## src/rtl/contador_modular.sv

```systemverilog
// contador_modular: synchronous up/down counter with a configurable modulus,
// wrap-or-saturate behaviour at the range limits, and event reporting.
//
// Parameters:
//   WIDTH    - counter width in bits (1..32)
//   MODULO   - count range 0..MODULO-1 (2..2**WIDTH)
//   SATURATE - 0: wrap around at the limits, 1: hold at the limits
//
// Ports:
//   clk      - clock, all state changes on the rising edge
//   reset    - asynchronous active-low reset
//   clr      - synchronous clear (highest priority)
//   load     - synchronous parallel load of load_val (clamped to MODULO-1)
//   load_val - value to load
//   en       - count enable
//   up       - direction: 1 = increment, 0 = decrement
//   count    - registered current count
//   tc       - terminal count for the current direction (combinational)
//   wrap     - registered one-cycle pulse on a wrap/saturation event
//   ovf      - sticky flag, set by any wrap/saturation event
module contador_modular #(
  parameter int unsigned     WIDTH    = 4,
  parameter longint unsigned MODULO   = 16,
  parameter bit              SATURATE = 1'b0
) (
  input  logic             clk,
  input  logic             reset,
  input  logic             clr,
  input  logic             load,
  input  logic [WIDTH-1:0] load_val,
  input  logic             en,
  input  logic             up,
  output logic [WIDTH-1:0] count,
  output logic             tc,
  output logic             wrap,
  output logic             ovf
);

  // MODULO may equal 2**WIDTH, so the bound is kept one bit wider than count.
  localparam logic [WIDTH-1:0] TOP  = WIDTH'(MODULO - 1);
  localparam logic [WIDTH:0]   MODV = (WIDTH + 1)'(MODULO);

  logic at_top;
  logic at_bottom;

  assign at_top    = (count == TOP);
  assign at_bottom = (count == '0);
  assign tc        = up ? at_top : at_bottom;

  always_ff @(posedge clk or negedge reset) begin
    if (!reset) begin
      count <= '0;
      wrap  <= 1'b0;
      ovf   <= 1'b0;
    end else if (clr) begin
      count <= '0;
      wrap  <= 1'b0;
      ovf   <= 1'b0;
    end else if (load) begin
      count <= ({1'b0, load_val} < MODV) ? load_val : TOP;
      wrap  <= 1'b0;
    end else if (en) begin
      if (up) begin
        if (at_top) begin
          count <= SATURATE ? TOP : '0;
          wrap  <= 1'b1;
          ovf   <= 1'b1;
        end else begin
          count <= count + WIDTH'(1);
          wrap  <= 1'b0;
        end
      end else begin
        if (at_bottom) begin
          count <= SATURATE ? '0 : TOP;
          wrap  <= 1'b1;
          ovf   <= 1'b1;
        end else begin
          count <= count - WIDTH'(1);
          wrap  <= 1'b0;
        end
      end
    end else begin
      wrap <= 1'b0;
    end
  end

endmodule

```

## config.mk

```make
export PLATFORM = sky130hd
export DESIGN_NAME = contador_modular
export DESIGN_NICKNAME = d
export VERILOG_FILES = /design/src/rtl/contador_modular.sv
export SDC_FILE = /design/constraint.sdc
export NUM_CORES = 1
export LEC_CHECK = 0
export ABC_AREA = 0
export CORE_ASPECT_RATIO = 0.8
export CORE_UTILIZATION = 25
export CTS_CLUSTER_SIZE = 24
export DETAILED_ROUTE_END_ITERATION = 10
export PLACE_DENSITY = 0.53
export REMOVE_ABC_BUFFERS = 1
export SLEW_MARGIN = 20
export SYNTH_ARGS = -nofsm -noshare
export SYNTH_HDL_FRONTEND = slang
export SYNTH_SLANG_ARGS = --single-unit
```

## constraint.sdc

```tcl
create_clock -name clk -period 1.3 [get_ports clk]
set_input_delay 0.13 -clock clk [delete_from_list [all_inputs] [get_ports clk]]
set_output_delay 0.13 -clock clk [all_outputs]
set_load 0.005 [all_outputs]
```

---- Yosys cells after proc, flatten, opt, wreduce, memory -nomap -nowiden ----
Index checks and enable logic that the tools add are counted.
W data, S select, Z words.
word-level totals
  flip-flop bits (word level) ............. 6
  input port bits ......................... 10
  output and inout bits ................... 7
cells by class
  add/subtract/negate cells ............... 2
  eq/ne operators ......................... 3
  mux-type cells .......................... 19
  reduce and logical (&&, ||, !) cells .... 5
operator list
  operator               count
  $mux W4                6
  $mux W1                13
  $reduce_bool A3 Y1     2
  $add A4 B1 Y4 const B  1
  $eq A4 B4 Y1 const B   1
  $logic_not A4 Y1       1
  $reduce_and A4 Y1      1
  $sub A4 B1 Y4 const B  1
  $ne A3 B2 Y1 const B   1
  $ne A2 B2 Y1 const B   1
  $reduce_bool A2 Y1     1

---- Logic depth before layout (Yosys ltp) ----
  word-level depth ........................ 6
  mapped depth ............................ 6
  mapped depth without buffers ............ 6

---- Worst setup path after synthesis ----
No wires, ideal clock.
  path kind ............................... reg2reg
  start point ............................. register count[0]
  end point ............................... register ovf
  library setup time ...................... 0.073 ns
  arrival ................................. 1.430 ns
  path slack .............................. -0.203 ns
  stages on the path, launching flop included .. 7
  buffers on the path ..................... 0
  period minus slack after synthesis ...... 1.503 ns
  cells stage by stage .................... dfrtp_1 inv_1 ha_1 or4b_1 o21ai_2 nand3b_4 a21oi_2
between the ends
  word-level cells in the longest chain between the ends .. 3
  elaborated cells between the ends (all ways) .. 5
  those cells by class .................... eq/ne (2); reduce/logical (3)
RTL lines
  what                                                                 line    RTL
  start, declared                                                      33      output logic [WIDTH-1:0] count,
  start signal, assigned                                               60      count <= ({1'b0, load_val} < MODV) ? load_val : TOP;
  start signal, assigned                                               65      count <= SATURATE ? TOP : '0;
  start signal, assigned                                               69      count <= count + WIDTH'(1);
  $eq A4 B4 Y1 / $logic_not A4 Y1 (equally long branches)              46, 47
  $ne A3 B2 Y1 (no line) / $reduce_bool A3 Y1 (equally long branches)  -
  $reduce_and A4 Y1 (no line) (*)                                      -
  end signal, assigned                                                 54      ovf <= 1'b0;
  end signal, assigned                                                 58      ovf <= 1'b0;
  end signal, assigned                                                 67      ovf <= 1'b1;
  end, declared                                                        36      output logic ovf
Every way passes the cells marked *; elsewhere a longest branch is shown, timed or not.
A chain may end at the register's enable or synchronous reset.

---- Worst setup path after layout ----
  start point ............................. register count[1]
  end point ............................... register count[3]
between the ends
  word-level cells in the longest chain between the ends .. 6
  elaborated cells between the ends (all ways) .. 10
  those cells by class .................... add/sub (2); eq/ne (1); mux (6); reduce/logical (1)
RTL lines
  what                                   line    RTL
  $sub A4 B1 Y4 (tied with other cells)  78      count <= count - WIDTH'(1);
  $mux W4 (on tied branches)             73, 64
  $mux W4 (*)                            63      if (up) begin
  $mux W4 (*)                            62      end else if (en) begin
  $mux W4 (*)                            59      end else if (load) begin
  $mux W4 (*)                            55      end else if (clr) begin
Every way passes the cells marked *; elsewhere a longest branch is shown, timed or not. The select of a mux whose other input is x is not followed.

==> impl_results.md <==
- Signal arrival time at the worst endpoint: 1800 ps
- Die Wd: roughly 48 µm
- Minimum clock period after layout: 1670 ps
- Share of the yosys chip area belonging to registers: a little over a third
- Non-filler cells in the finished layout: around 110
- Standard-cell row count: 13
- CTS H-Tree Depth: 1
- First-pass iteration count of the detailed router: 4
- Total die area: roughly 1900 µm²
- Critical Path End Type: flop
- TritonCTS clock tree: done
- Mapped cell area: roughly 430 µm²
- I/O Pins: 17
- Critical Path RT: ~1400 ps
- Share of the synthesized area in the top cell type: a little over a third
- DRC: 0
- Synth-to-layout area growth: 93.9%
- Vias post-DR: about 490
- Chip Height: between 30 and 40 µm
- Multi-input gate area: approximately 310 µm²
- Wirelength per Cell: ~12 µm
- Clock root buffer master: sky130_fd_sc_hd__clkbuf_4
- Clock-pin slew on the worst setup and hold paths: about 40 ps
- Pre-CTS worst setup slack: -471 ps
- Placement-stage cell area: 676 µm²
- Number of clock sinks seen by CTS: 6
- Area taken by flip-flops and latches: 150 µm²
- Transition at the pin with the smallest max-transition slack: 279 ps
- Largest driver fanout on the critical path: 5
- Initial antenna violation count: 0
- Final antenna diode count: 0
- Failing checks: setup timing
- Worst hold slack after final layout: 113 ps
- Largest area contributor in the synthesized netlist: sky130_fd_sc_hd__dfrtp_1
- Initial cell density of the core: between 20% and 30%
- Count of final setup violators: 5
- Maximum number of pins on one net before global-route repair: 8
- Outcome: finished with violations
- Worst path bufs/invs: 2
- Slowest stage delay, CP: 390 ps
- Slowest CP cell: sky130_fd_sc_hd__dfrtp_1
- Max-Slew Margin vs Limit: 81.3%
- Final Instance Area: between 800 and 900 µm²
- Later-pin clock latency in the skew report: 250 ps
- Final Net Count: 98
- F_max: 598 MHz
- Cell-by-cell listing of the critical path: buf_4 > buf_6 > or3_4 > a221oi_2 > a21oi_1 > o211a_1
- Syn Inst Count: 49
- Max-cap violations: 0
- Final Wtd Congestion: approximately 0.8
- Maximum clock path buffer count: 2
- Per-instance average area after synthesis: a little under 9 µm²
- Sort of element at the start of the critical path: flop
- Aggregate global routing overflow: 0
- Final number of hold-violating endpoints: 0
- Period Utilization, post-route: 129%
- Worst supply voltage drop on vdd: 0.000360 V
- Dpl cells: between 90 and 100
- Vias in the first global route: 454
- Number of different library cells in the post-synthesis netlist: 24
- Setup Skew: between 1 and 1.5 ps
- Count of port buffers added during placement: 16
- Internal reg-to-reg setup slack: -370 ps
- Vias per std cell: around 4.6
- PnR Total Power: between 0.6 and 0.7 mW
- Max-slew violation count: 0
- Core region area: ~1600 µm²
- Gate family responsible for the most delay along the worst path: compound AO/OA/AOI/OAI gates
- Ratio of total power to cell area: roughly 780 nW/µm²
- Global-route wire length before repair: 2.01 mm
- Fraction of the core area covered by cells at the end of the flow: 51.3%
- Final Routed Wirelength: about 1.3 mm
- Flop and latch count out of synthesis: 6
- Setup_tns: -1510 ps
- Top post-synthesis cells by area: sky130_fd_sc_hd__dfrtp_1 (35%), sky130_fd_sc_hd__xnor2_1 (6.1%), sky130_fd_sc_hd__ha_1 (5.8%)
- Filler Cell Count: around 150
- Static Leak: just over 0.4 nW
- Final ANT Viol Nets: 0
- HPWL Detailed: 745 µm
- Number of CTS-inserted buffers: 3
- Worst Slack Setup Final: -371 ps
- Kind of critical path: reg -> reg
- DRC violation total after the first TritonRoute iteration: 9
- Warning count from the yosys run: 0
- Class of the most critical hold timing path: in -> async
- Share of post-route cells with drive strength above 1: between 40% and 50%
- Global-route usage over all layers: 15.8%
- RSZ-0062 raised after global routing: true
[placed cells by master (no fill, tap or decap), types with 3 or more instances in the layout]
master / instances
sky130_fd_sc_hd__clkdlybuf4s50_1: 11
sky130_fd_sc_hd__nand2_1: 4
sky130_fd_sc_hd__buf_4: 14
sky130_fd_sc_hd__buf_6: 3
sky130_fd_sc_hd__a21oi_1: 4
sky130_fd_sc_hd__dfrtp_1: 6
sky130_fd_sc_hd__clkbuf_4: 3
sky130_fd_sc_hd__inv_1: 4
sky130_fd_sc_hd__nor2_1: 4
[metal layers]
| metal | global-route usage [%] | vias to the layer above | part of all wire, % |
|---|---|---|---|
| met4 | 17.6 | 0 | 3.9 |
| li1 | - | 237 | - |
| met1 | 15.5 | 230 | 41 |
| met3 | 3.92 | 5 | 4.2 |
| met2 | 27.8 | 16 | 50 |
| met5 | 0 | - | 0 |
[report_power, final]
group	switching (mW)	total (mW)	internal, mW
clock	0.0670	0.171	0.104
sequential	0.00771	0.207	0.199
combinational	0.109	0.274	0.165
total	0.184	0.652	0.469
[logic make-up (layout without fill, tap and decap cells)]
logic type	count (synthesis)	count (layout)	synth area share [%]
muxes	2	2	4.94
buffers and inverters	7	42	6.69
DFF	6	6	34.9
and+or+nand+nor	15	15	20.1
xor gates and xnor gates	3	3	6.11
AOI/OAI and AO/OA	14	14	21.5
adders and majority gates	2	2	5.81
[synth_stat cells (all sizes together)]
| library cell | n |
|---|---|
| or4b | 1 |
| or3 | 1 |
| xnor2 | 3 |
| nand2 | 5 |
| a21oi | 5 |
| o22ai | 1 |
| nand3b | 1 |
| dfrtp | 6 |
| mux2i | 1 |
| a221oi | 1 |
| o21a | 1 |
| inv | 5 |
| and2 | 1 |
| o21ai | 4 |
| mux2 | 1 |
| ha | 2 |
| buf | 2 |
| o211a | 1 |
| o21bai | 1 |
| and3 | 1 |
| nor2 | 5 |
[what timing repair did]
| action | CTS | global route |
|---|---|---|
| pin swaps | 0 | 5 |
| endpoints found under the setup margin | 9 | 9 |
| setup buffers | 6 | 4 |
| hold buffers | 0 | 0 |
| gates cloned | 0 | 0 |
| resized for setup | 17 | 13 |
[final cells by class]
cell class	instances	area share (%)
Tap cell	22	3.30
Timing Repair Buffer	34	36.3
Sequential cell	6	18.0
Clock buffer	3	2.70
Multi-Input combinational cell	36	37.5
Inverter	5	2.25
[state kept, by name, summed over array words and instances (netlist names)]
signal	cells
count	4
ovf	1
wrap	1
[final timing paths]
path,startpoint,end,cells past startpoint
min,reset,count[0],1
max reg2reg,count[1],count[3],6
max in group asynchronous,reset,count[1],1
min in group clk,load_val[0],count[0],3
max,count[1],count[3],6
min reg2reg,ovf,ovf,2
No activity file was read; power rests on OpenSTA's default activity.
==> edit, RTL diff (same flow settings) <==
Put one more register stage on the output `count`, without a reset. The value now appears one clock later. The other outputs are not delayed to match. Comments in the files are not updated.
--- a/src/rtl/contador_modular.sv
+++ b/src/rtl/contador_modular.sv
@@ -40,42 +40,44 @@
   localparam logic [WIDTH-1:0] TOP  = WIDTH'(MODULO - 1);
   localparam logic [WIDTH:0]   MODV = (WIDTH + 1)'(MODULO);
 
+  logic [WIDTH-1:0] count_s0;
+
   logic at_top;
   logic at_bottom;
 
-  assign at_top    = (count == TOP);
-  assign at_bottom = (count == '0);
+  assign at_top    = (count_s0 == TOP);
+  assign at_bottom = (count_s0 == '0);
   assign tc        = up ? at_top : at_bottom;
 
   always_ff @(posedge clk or negedge reset) begin
     if (!reset) begin
-      count <= '0;
+      count_s0 <= '0;
       wrap  <= 1'b0;
       ovf   <= 1'b0;
     end else if (clr) begin
-      count <= '0;
+      count_s0 <= '0;
       wrap  <= 1'b0;
       ovf   <= 1'b0;
     end else if (load) begin
-      count <= ({1'b0, load_val} < MODV) ? load_val : TOP;
+      count_s0 <= ({1'b0, load_val} < MODV) ? load_val : TOP;
       wrap  <= 1'b0;
     end else if (en) begin
       if (up) begin
         if (at_top) begin
-          count <= SATURATE ? TOP : '0;
+          count_s0 <= SATURATE ? TOP : '0;
           wrap  <= 1'b1;
           ovf   <= 1'b1;
         end else begin
-          count <= count + WIDTH'(1);
+          count_s0 <= count_s0 + WIDTH'(1);
           wrap  <= 1'b0;
         end
       end else begin
         if (at_bottom) begin
-          count <= SATURATE ? '0 : TOP;
+          count_s0 <= SATURATE ? '0 : TOP;
           wrap  <= 1'b1;
           ovf   <= 1'b1;
         end else begin
-          count <= count - WIDTH'(1);
+          count_s0 <= count_s0 - WIDTH'(1);
           wrap  <= 1'b0;
         end
       end
@@ -84,5 +86,9 @@
     end
   end
 
+  always_ff @(posedge clk) begin
+    count <= count_s0;
+  end
+
 endmodule
 
Behaviour: not the same (a bounded check fails within 4 cycles, from zero or initial values and one cycle with reset low).
==> edit against the unedited design <==
The flow still finishes with violations (setup timing). Combinational power decreased by 5%. Sequential cell count increased by 4. First-iteration DRC count decreased by 44%. Power increased by 34%. Final area increased by 6.4%. Maximum frequency decreased by 1.0%. Wire length increased by 8.1%. Final cell count increased by 0.94%. Global-route usage decreased by 1.9 points. Core utilization decreased by 4.8 points. Synthesized cell count increased by 8.2%. Synthesized area increased by 19%. Setup slack got worse by 0.017 ns. Largest cell class unchanged.
==> edit: results (changes against the unedited design) <==
- Final setup violation count: 6 (+1)
- Nets: 96 (-2.0%)
- Routability Congestion: 0.811 (+3.2%)
- FF-to-FF End: ovf
- Total GRT Usage: 0.139 (-0.0189)
- Leakage Power: 0.421 nW (+3.7%)
- Placed cell count: 101 (+7.4%)
- CP Data Arrival Time: 1.56 ns (-0.24 ns)
- Critical Path Fanout Max: 2 (-3)
- Worst Reg-to-Reg Cells: 8 (+2)
- Reg-to-Reg Start: count_s0[1]
- Status: finished, violations left
- Via density: 4.49 (-2.6%)
- Sequential area share after synthesis: 0.451 (+0.102)
- Post-synth top cells: dfrtp_1 (6), inv_1 (5), nand2_1 (5), nor2_1 (5)
- Setup crit end kind: output port
- Final WL: 1.35 mm (+8.1%)
- Fin worst setup slack: -0.389 ns (-0.0175 ns)
- FFs w/ async S/R, synth: 0.600 (-0.400)
- Netlist cell types: 25 (+4.2%)
- Largest regs: count x4, count_s0 x4
- Drt wl/cell: 12.7 um (+7.1%)
- Reg clk slew, reported paths: 0.06 ns (+0.02 ns)
- Critical Path Sink: tc
- Failing checks: setup timing
- DP Worst Slack: -0.520 ns (-0.0494 ns)
- Layout cells sized above 1: 0.386 (-0.0549)
edit: area by class of cell:
| class | count | area [sq um] |
|---|---|---|
| Multi-Input combinational cell | 36 | 318 |
| Inverter | 5 | 18.8 |
| Fill cell | 195 | 1020 |
| Tap cell | 24 | 30.0 |
| Timing Repair Buffer | 28 | 255 |
| Sequential cell | 10 | 230 |
| Clock buffer | 4 | 36.3 |
edit: worst min-delay path by stage:
stage          slack, ns           to
3_3_place_gp        0.40         wrap
6_report            0.11  count_s0[2]
2_1_floorplan      -0.17  count_s0[0]
3_5_place_dp        0.39         wrap
5_1_grt             0.11         wrap
4_1_cts             0.10         wrap
edit: what timing repair did:
item	in CTS	in global routing
setup endpoints to repair	6	7
pin swaps	7	4
gates resized for setup	17	6
buffers inserted	2	1
edit: power by group:
part           internal, W  total, W  switching, W
clock network     0.000170  0.000276      0.000106
registers         0.000331  0.000340    0.00000886
logic             0.000151  0.000260      0.000109
edit: logic make-up after synthesis:
logic type,count (synthesis),share of synthesized area
AOI/OAI and AO/OA,14,0.181
xor gates and xnor gates,3,0.0515
adders and majority gates,2,0.0490
buffers and inverters,7,0.0564
DFF,10,0.451
muxes,2,0.0417
and+or+nand+nor,15,0.169
edit: metal layers:
metal	vias to the layer above	global-route usage	share of wire
met4	0	0.0474	0.023
met5	-	0	0
met1	222	0.185	0.46
met2	16	0.203	0.48
met3	4	0.0543	0.042
li1	238	-	-
edit: stage by stage:
step	hold slack, ns	power [W]	util	setup TNS (ns)
finish	0.111	0.000876	0.465	-1.47
global route	0.111	0.000924	0.465	-1.80
CTS	0.104	0.000865	0.452	-1.34
detailed placement	0.395	0.000551	0.401	-1.61
global placement	0.396	0.000547	0.401	-1.50
floorplan	-0.166	0.000429	-	-0.566
edit: critical path: stages, from the launching register on:
cell and delay [ns]:
dfrtp_1 0.39, inv_2 0.07, ha_4 0.13, or4b_4 0.47
o21ai_4 0.09, buf_2 0.14
